===== config.mk =====
export PLATFORM = sky130hd
export DESIGN_NAME = sram_bank_sequencer_flat
export DESIGN_NICKNAME = d
export VERILOG_FILES = /design/src/rtl/sram_bank_sequencer_if.sv /design/src/rtl/sram_bank_sequencer.sv /design/src/flat_wrapper.sv
export SDC_FILE = /design/constraint.sdc
export NUM_CORES = 1
export LEC_CHECK = 0
export CAP_MARGIN = 20
export CORE_ASPECT_RATIO = 1.5
export CORE_MARGIN = 5
export CORE_UTILIZATION = 44
export CTS_BUF_LIST = sky130_fd_sc_hd__clkbuf_8
export DETAILED_ROUTE_END_ITERATION = 12
export GPL_ROUTABILITY_DRIVEN = 0
export PLACE_DENSITY = 0.94
export SETUP_SLACK_MARGIN = 0.3
export SYNTH_ARGS = -nofsm -noshare
export SYNTH_HDL_FRONTEND = slang
export SYNTH_SLANG_ARGS = --single-unit

===== constraint.sdc =====
create_clock -name clk -period 1.88 [get_ports clk]
set_clock_uncertainty 0.1 [all_clocks]
set_input_delay 0.282 -clock clk [delete_from_list [all_inputs] [get_ports clk]]
set_output_delay 0.282 -clock clk [all_outputs]
set_load 0.01 [all_outputs]

===== src/rtl/sram_bank_sequencer_if.sv =====
// Request/response channel between the datapath controller and the SRAM bank sequencer.
//   master : requester. It drives req_* and receives req_ready plus the rsp_valid, wr_done and abort pulses.
//   slave  : sequencer. It receives req_* and drives req_ready and the response signals.
interface sram_bank_sequencer_if #(
    parameter int unsigned ADDR_W = 5,
    parameter int unsigned DATA_W = 16
) ();
    logic              req_valid;
    logic              req_ready;
    logic              req_write;
    logic [ADDR_W-1:0] req_addr_a;
    logic [ADDR_W-1:0] req_addr_b;
    logic [DATA_W-1:0] req_wdata;
    logic              rsp_valid;
    logic [DATA_W-1:0] rsp_data_a;
    logic [DATA_W-1:0] rsp_data_b;
    logic              wr_done;
    logic              abort;

    modport master (
        output req_valid, req_write, req_addr_a, req_addr_b, req_wdata,
        input  req_ready, rsp_valid, rsp_data_a, rsp_data_b, wr_done, abort
    );

    modport slave (
        input  req_valid, req_write, req_addr_a, req_addr_b, req_wdata,
        output req_ready, rsp_valid, rsp_data_a, rsp_data_b, wr_done, abort
    );
endinterface


===== src/rtl/sram_bank_sequencer.sv =====
// Initiator-side controller for the 2-port SRAM register bank.
// It accepts read and write requests on a valid/ready channel. It drives the bank address, data, ReadEn and
// WriteEn on the rising edges of the Bennett phase vector. It returns the bank port A/B read data.
// Ports:
//   clk, reset        : system clock, synchronous active-high reset
//   clkpos            : Bennett positive phase vector
//   bus (slave)       : request channel and response pulses (rsp_valid, wr_done, abort)
//   addr_a, addr_b    : bank Addr_A / Addr_B
//   wdata             : bank write data
//   read_en, write_en : bank ReadEn / WriteEn
//   out_a, out_b      : bank read data
module sram_bank_sequencer #(
    parameter int unsigned PHASES      = 10,
    parameter int unsigned ADDR_W      = 5,
    parameter int unsigned DATA_W      = 16,
    parameter int unsigned ADDR_PH     = 2,
    parameter int unsigned DATA_PH     = 4,
    parameter int unsigned RD_START_PH = 6,
    parameter int unsigned RD_END_PH   = 8,
    parameter int unsigned WR_START_PH = 8,
    parameter int unsigned WR_END_PH   = 9
) (
    input  logic                 clk,
    input  logic                 reset,
    input  logic [PHASES-1:0]    clkpos,
    sram_bank_sequencer_if.slave bus,
    output logic [ADDR_W-1:0]    addr_a,
    output logic [ADDR_W-1:0]    addr_b,
    output logic [DATA_W-1:0]    wdata,
    output logic                 read_en,
    output logic                 write_en,
    input  logic [DATA_W-1:0]    out_a,
    input  logic [DATA_W-1:0]    out_b
);
    typedef enum logic [2:0] {
        IDLE,
        W_DATA,
        W_EN,
        W_HOLD,
        R_WAIT,
        R_EN
    } state_t;

    state_t            state_q;
    logic [PHASES-1:0] prev_q;
    logic [PHASES-1:0] rise;
    logic [DATA_W-1:0] wdata_lat_q;
    logic [ADDR_W-1:0] addr_a_q;
    logic [ADDR_W-1:0] addr_b_q;
    logic [DATA_W-1:0] wdata_q;
    logic [DATA_W-1:0] rsp_data_a_q;
    logic [DATA_W-1:0] rsp_data_b_q;
    logic              read_en_q;
    logic              write_en_q;
    logic              req_ready_q;
    logic              rsp_valid_q;
    logic              wr_done_q;
    logic              abort_q;

    // Phase rise detection against the previous cycle's phase vector.
    assign rise = clkpos & ~prev_q;

    // Phases that play no part in sequencing are still edge-detected; this sink only marks them as intentionally unused.
    logic unused_rise;
    assign unused_rise = ^rise;

    // Sequencer FSM with registered bank controls and response pulses.
    always_ff @(posedge clk) begin
        // prev_q also follows clkpos during reset, so no rise is seen on the first cycle after reset.
        prev_q <= clkpos;
        if (reset) begin
            state_q      <= IDLE;
            req_ready_q  <= 1'b1;
            wdata_lat_q  <= '0;
            addr_a_q     <= '0;
            addr_b_q     <= '0;
            wdata_q      <= '0;
            rsp_data_a_q <= '0;
            rsp_data_b_q <= '0;
            read_en_q    <= 1'b0;
            write_en_q   <= 1'b0;
            rsp_valid_q  <= 1'b0;
            wr_done_q    <= 1'b0;
            abort_q      <= 1'b0;
        end else begin
            rsp_valid_q <= 1'b0;
            wr_done_q   <= 1'b0;
            abort_q     <= 1'b0;

            // A new Bennett cycle started before completion: abandon the transaction and do not take a request.
            if (state_q != IDLE && rise[ADDR_PH]) begin
                read_en_q   <= 1'b0;
                write_en_q  <= 1'b0;
                abort_q     <= 1'b1;
                state_q     <= IDLE;
                req_ready_q <= 1'b1;
            end else begin
                case (state_q)
                    IDLE: begin
                        if (bus.req_valid && rise[ADDR_PH]) begin
                            addr_a_q    <= bus.req_addr_a;
                            addr_b_q    <= bus.req_addr_b;
                            wdata_lat_q <= bus.req_wdata;
                            req_ready_q <= 1'b0;
                            state_q     <= bus.req_write ? W_DATA : R_WAIT;
                        end
                    end
                    W_DATA: begin
                        if (rise[DATA_PH]) begin
                            wdata_q <= wdata_lat_q;
                            state_q <= W_EN;
                        end
                    end
                    W_EN: begin
                        if (rise[WR_START_PH]) begin
                            write_en_q <= 1'b1;
                            state_q    <= W_HOLD;
                        end
                    end
                    W_HOLD: begin
                        if (rise[WR_END_PH]) begin
                            write_en_q  <= 1'b0;
                            wr_done_q   <= 1'b1;
                            req_ready_q <= 1'b1;
                            state_q     <= IDLE;
                        end
                    end
                    R_WAIT: begin
                        if (rise[RD_START_PH]) begin
                            read_en_q <= 1'b1;
                            state_q   <= R_EN;
                        end
                    end
                    R_EN: begin
                        if (rise[RD_END_PH]) begin
                            rsp_data_a_q <= out_a;
                            rsp_data_b_q <= out_b;
                            read_en_q    <= 1'b0;
                            rsp_valid_q  <= 1'b1;
                            req_ready_q  <= 1'b1;
                            state_q      <= IDLE;
                        end
                    end
                    default: begin
                        read_en_q   <= 1'b0;
                        write_en_q  <= 1'b0;
                        req_ready_q <= 1'b1;
                        state_q     <= IDLE;
                    end
                endcase
            end
        end
    end

    assign addr_a         = addr_a_q;
    assign addr_b         = addr_b_q;
    assign wdata          = wdata_q;
    assign read_en        = read_en_q;
    assign write_en       = write_en_q;
    assign bus.req_ready  = req_ready_q;
    assign bus.rsp_valid  = rsp_valid_q;
    assign bus.rsp_data_a = rsp_data_a_q;
    assign bus.rsp_data_b = rsp_data_b_q;
    assign bus.wr_done    = wr_done_q;
    assign bus.abort      = abort_q;
endmodule


===== src/flat_wrapper.sv =====
// flat-port wrapper written by rule: the top's interface ports become plain ports
module sram_bank_sequencer_flat 
#(
    parameter int unsigned PHASES      = 10,
    parameter int unsigned ADDR_W      = 5,
    parameter int unsigned DATA_W      = 16,
    parameter int unsigned ADDR_PH     = 2,
    parameter int unsigned DATA_PH     = 4,
    parameter int unsigned RD_START_PH = 6,
    parameter int unsigned RD_END_PH   = 8,
    parameter int unsigned WR_START_PH = 8,
    parameter int unsigned WR_END_PH   = 9
)
  (clk, reset, clkpos, addr_a, addr_b, wdata, read_en, write_en, out_a, out_b, bus_req_valid, bus_req_write, bus_req_addr_a, bus_req_addr_b, bus_req_wdata, bus_req_ready, bus_rsp_valid, bus_rsp_data_a, bus_rsp_data_b, bus_wr_done, bus_abort);
  sram_bank_sequencer_if #(.ADDR_W(ADDR_W), .DATA_W(DATA_W)) bus_i ();
  input  logic clk;
  input  logic reset;
  input  logic [PHASES-1:0] clkpos;
  output logic [ADDR_W-1:0] addr_a;
  output logic [ADDR_W-1:0] addr_b;
  output logic [DATA_W-1:0] wdata;
  output logic read_en;
  output logic write_en;
  input  logic [DATA_W-1:0] out_a;
  input  logic [DATA_W-1:0] out_b;
  input wire logic [$bits(bus_i.req_valid)-1:0] bus_req_valid;
  input wire logic [$bits(bus_i.req_write)-1:0] bus_req_write;
  input wire logic [$bits(bus_i.req_addr_a)-1:0] bus_req_addr_a;
  input wire logic [$bits(bus_i.req_addr_b)-1:0] bus_req_addr_b;
  input wire logic [$bits(bus_i.req_wdata)-1:0] bus_req_wdata;
  output wire logic [$bits(bus_i.req_ready)-1:0] bus_req_ready;
  output wire logic [$bits(bus_i.rsp_valid)-1:0] bus_rsp_valid;
  output wire logic [$bits(bus_i.rsp_data_a)-1:0] bus_rsp_data_a;
  output wire logic [$bits(bus_i.rsp_data_b)-1:0] bus_rsp_data_b;
  output wire logic [$bits(bus_i.wr_done)-1:0] bus_wr_done;
  output wire logic [$bits(bus_i.abort)-1:0] bus_abort;
  assign bus_i.req_valid = bus_req_valid;
  assign bus_i.req_write = bus_req_write;
  assign bus_i.req_addr_a = bus_req_addr_a;
  assign bus_i.req_addr_b = bus_req_addr_b;
  assign bus_i.req_wdata = bus_req_wdata;
  assign bus_req_ready = bus_i.req_ready;
  assign bus_rsp_valid = bus_i.rsp_valid;
  assign bus_rsp_data_a = bus_i.rsp_data_a;
  assign bus_rsp_data_b = bus_i.rsp_data_b;
  assign bus_wr_done = bus_i.wr_done;
  assign bus_abort = bus_i.abort;
  sram_bank_sequencer #(.PHASES(PHASES), .ADDR_W(ADDR_W), .DATA_W(DATA_W), .ADDR_PH(ADDR_PH), .DATA_PH(DATA_PH), .RD_START_PH(RD_START_PH), .RD_END_PH(RD_END_PH), .WR_START_PH(WR_START_PH), .WR_END_PH(WR_END_PH)) u_core (.clk(clk), .reset(reset), .clkpos(clkpos), .bus(bus_i), .addr_a(addr_a), .addr_b(addr_b), .wdata(wdata), .read_en(read_en), .write_en(write_en), .out_a(out_a), .out_b(out_b));
endmodule

==> run metrics <==
library cells used by synthesis=30; syn avg cell area=between 9 and 10 um2; Residual DRC=0; Worst VDD drop=0.580 mV; initial antenna violation count=0; TritonCTS Buffers=9; # hold bufs at CTS=0; Yosys Warn Count=0; CP max stage delay=0.53 ns; Final Util=69.9%; Post-Syn Nets=between 400 and 500; ys async rst share=0%; final setup TNS=0 ns; Clock Pin Slew Worst Setup and Hold Paths=0.08 ns; Cell Area, Placed=roughly 4700 um2; worst hold path class=in2reg; detailed-route wire length per cell=approximately 16 um; total grt overflow=0; Post-Syn Instances=348; post-route ant nets=0; Max Cap Viol=0; power share of the clock group=33.0%; Post-synth EDFFs=0; Iter 0 DRT Violations=162; Slew @ Worst Pin=between 0.4 and 0.5 ns; Slew Limit Fails=0; final WL=about 9500 um; DIE AREA=9090 um2; cell area after synthesis=3190 um2; Final Hold Vio Count=0; deepest clock path buffer count=2; Lkg Pwr=2.41 nW; critical path endpoint category=flip-flop; largest net degree at the start of global routing=45; CP startpoint kind=input port; relative max-transition margin=70.1%; pre-CTS WS=-0.125 ns; status=complete, no violations; # diodes=0; PwrDens=705 nW/um2; fmax=0.616 GHz; Internal=2.69 mW; first drt pass iteration count=4; Setup WS post-layout=0.257 ns; critical path arrival=between 1.5 and 2 ns; design area=5020 um2; WS Path Type=in2reg; Boundary Pins=about 140; final setup vio count=0; vias per inst=5.00; worst path required time=2.02 ns; area grow syn2layout=57.2%; Worst Path Buf+Inv=3; CP cell instances=clkdlybuf4s50_1 -> nor2b_2 -> nand4_1 -> buf_6 -> clkbuf_16 -> mux2i_1 -> nor2_1; prevailing post-synth register cell=dfxtp_1; crit path max-delay cell type=clkdlybuf4s50_1; FF/Latch Area=1770 um2; unrepaired setup endpoints after global routing=true; Multi-input gate area=about 1400 um2; final total power=roughly 3.5 mW; Core Region=7180 um2; Vias=3007; first-pass GRT wire length=approximately 14000 um; CTS Root Cell=clkbuf_8; combinational share of power=12.4%; R2R cell count=7; Crit path max-delay family=buffers and inverters; Seq pwr share=a little over half; final period utilization=between 80% and 90%; H-tree depth=3; Sw Ratio=23.9%; Starting Density=44.5%; P_sw=845 uW; TritonCTS clock tree=built; Fillers=556; Clock Sinks=88; Buffers on Ports=130; fin nets=approximately 570; Clk Latency, worst-skew pair=0.36 ns; sequential area share after synthesis=a little under three fifths; synthesis-stage register bit count=88; # rows=38; Die H=114 um; instance count on the critical path=7; worst-path maximum fanout=8; WHS Path Cells=1; share of cells above drive strength 1=13.6%; die width=between 70 and 80 um; number of global-route vias before repair=2999; dpl hpwl=between 6000 and 7000 um; GRT Overall Usage=19.4%; Tmin final=1.62 ns
==> cell usage in the layout, fill, tap and decap left out, drive strengths merged, types with 4 or more instances in the layout <==
| master | instances |
|---|---|
| and3b | 4 |
| clkinv | 4 |
| dlygate4sd2 | 64 |
| dfxtp | 88 |
| nor2 | 40 |
| clkdlybuf4s50 | 64 |
| mux2i | 34 |
| nor3 | 5 |
| nand2 | 84 |
| a21oi | 43 |
| clkbuf | 13 |
| buf | 29 |
==> metal layers <==
metal  track usage (%)  share of wire, %  up-vias
li1                  -                 -     1454
met1              19.3                35     1400
met2              34.5                54      117
met3              5.35               6.2       36
met4              13.0               4.8        0
met5                 0                 0        -
==> through the flow <==
stage / hold WS (ns) / instances
CTS: 0.270 / 588
detailed placement: 0.344 / 573
floorplan: 0.210 / 348
global route: 0.0436 / 601
global placement: 0.336 / 573
finish: 0.0456 / 601
==> logic make-up (layout without fill, tap and decap cells) <==
| kind of cell | count (synthesis) | count (layout) | share of synthesized area (%) |
|---|---|---|---|
| and+or+nand+nor | 150 | 150 | 21.1 |
| DFF | 88 | 88 | 55.2 |
| AOI/OAI and AO/OA | 53 | 53 | 9.49 |
| muxes | 34 | 34 | 10.7 |
| buffers and inverters | 23 | 176 | 3.53 |
==> repair_timing <==
action / in CTS / in global routing
gates cloned: 0 / 3
pin swaps: 0 / 5
setup endpoints to repair: 143 / 62
setup buffers: 0 / 10
resized for setup: 68 / 24
endpoints found under the hold margin: 0 / 0
==> synth_stat cells, types with 3 or more instances <==
library cell	instances	area, um2
dfxtp_1	88	1760
nand2_1	84	315
a21oi_1	43	215
nor2_1	40	150
mux2i_1	34	340
clkbuf_1	11	41.3
buf_2	9	45.0
and3b_1	4	35.0
nor3_1	4	20.0
nor2b_1	3	18.8
o31ai_1	3	22.5
==> worst register-to-register path: cells and delay by family, from the launching register on <==
kind / cells / cell delay, ns
DFF: 1 / 0.39
and+or+nand+nor: 3 / 0.31
buffers and inverters: 3 / 0.49
muxes: 1 / 0.21
==> sequential cells by signal, indices dropped and copies added, names as in the netlist <==
name / count
u_core.bus.rsp_data_b: 16
u_core.addr_a: 5
u_core.state_q: 3
u_core.wdata: 16
u_core.bus.req_ready: 1
u_core.read_en: 1
u_core.bus.abort: 1
u_core.bus.rsp_valid: 1
u_core.wdata_lat_q: 16
u_core.bus.wr_done: 1
u_core.write_en: 1
u_core.bus.rsp_data_a: 16
u_core.addr_b: 5
u_core.prev_q: 5
==> layout make-up <==
cell class / instances / share of cell area [%]
Clock buffer: 11 / 3.02
Clock inverter: 4 / 0.399
Inverter: 1 / 0.0748
Multi-Input combinational cell: 237 / 27.8
Sequential cell: 88 / 35.4
Tap cell: 100 / 2.49
Timing Repair Buffer: 160 / 30.9
==> power groups by stage <==
stage	sequential [mW]	clock, mW	combinational [mW]
floorplan	1.97	0	0.158
global placement	1.97	0	0.369
detailed placement	1.98	0	0.383
CTS	1.93	1.19	0.376
global route	1.94	1.27	0.472
finish	1.93	1.17	0.439
==> path summary, 6_finish.rpt <==
kind	to	slack (ns)	from
worst min register to register	u_core.wdata[3]$_SDFFE_PP0P_	0.35	u_core.wdata_lat_q[3]$_SDFFE_PP0P_
worst max register to register	u_core.bus.rsp_data_b[10]$_SDFFE_PP0P_	0.27	u_core.state_q[1]$_SDFFE_PP0P_
worst max-delay path	u_core.bus.rsp_data_b[10]$_SDFFE_PP0P_	0.26	clkpos[8]
worst min-delay path	u_core.prev_q[2]$_DFF_P_	0.05	clkpos[2]
No activity file was read; power rests on OpenSTA's default activity.
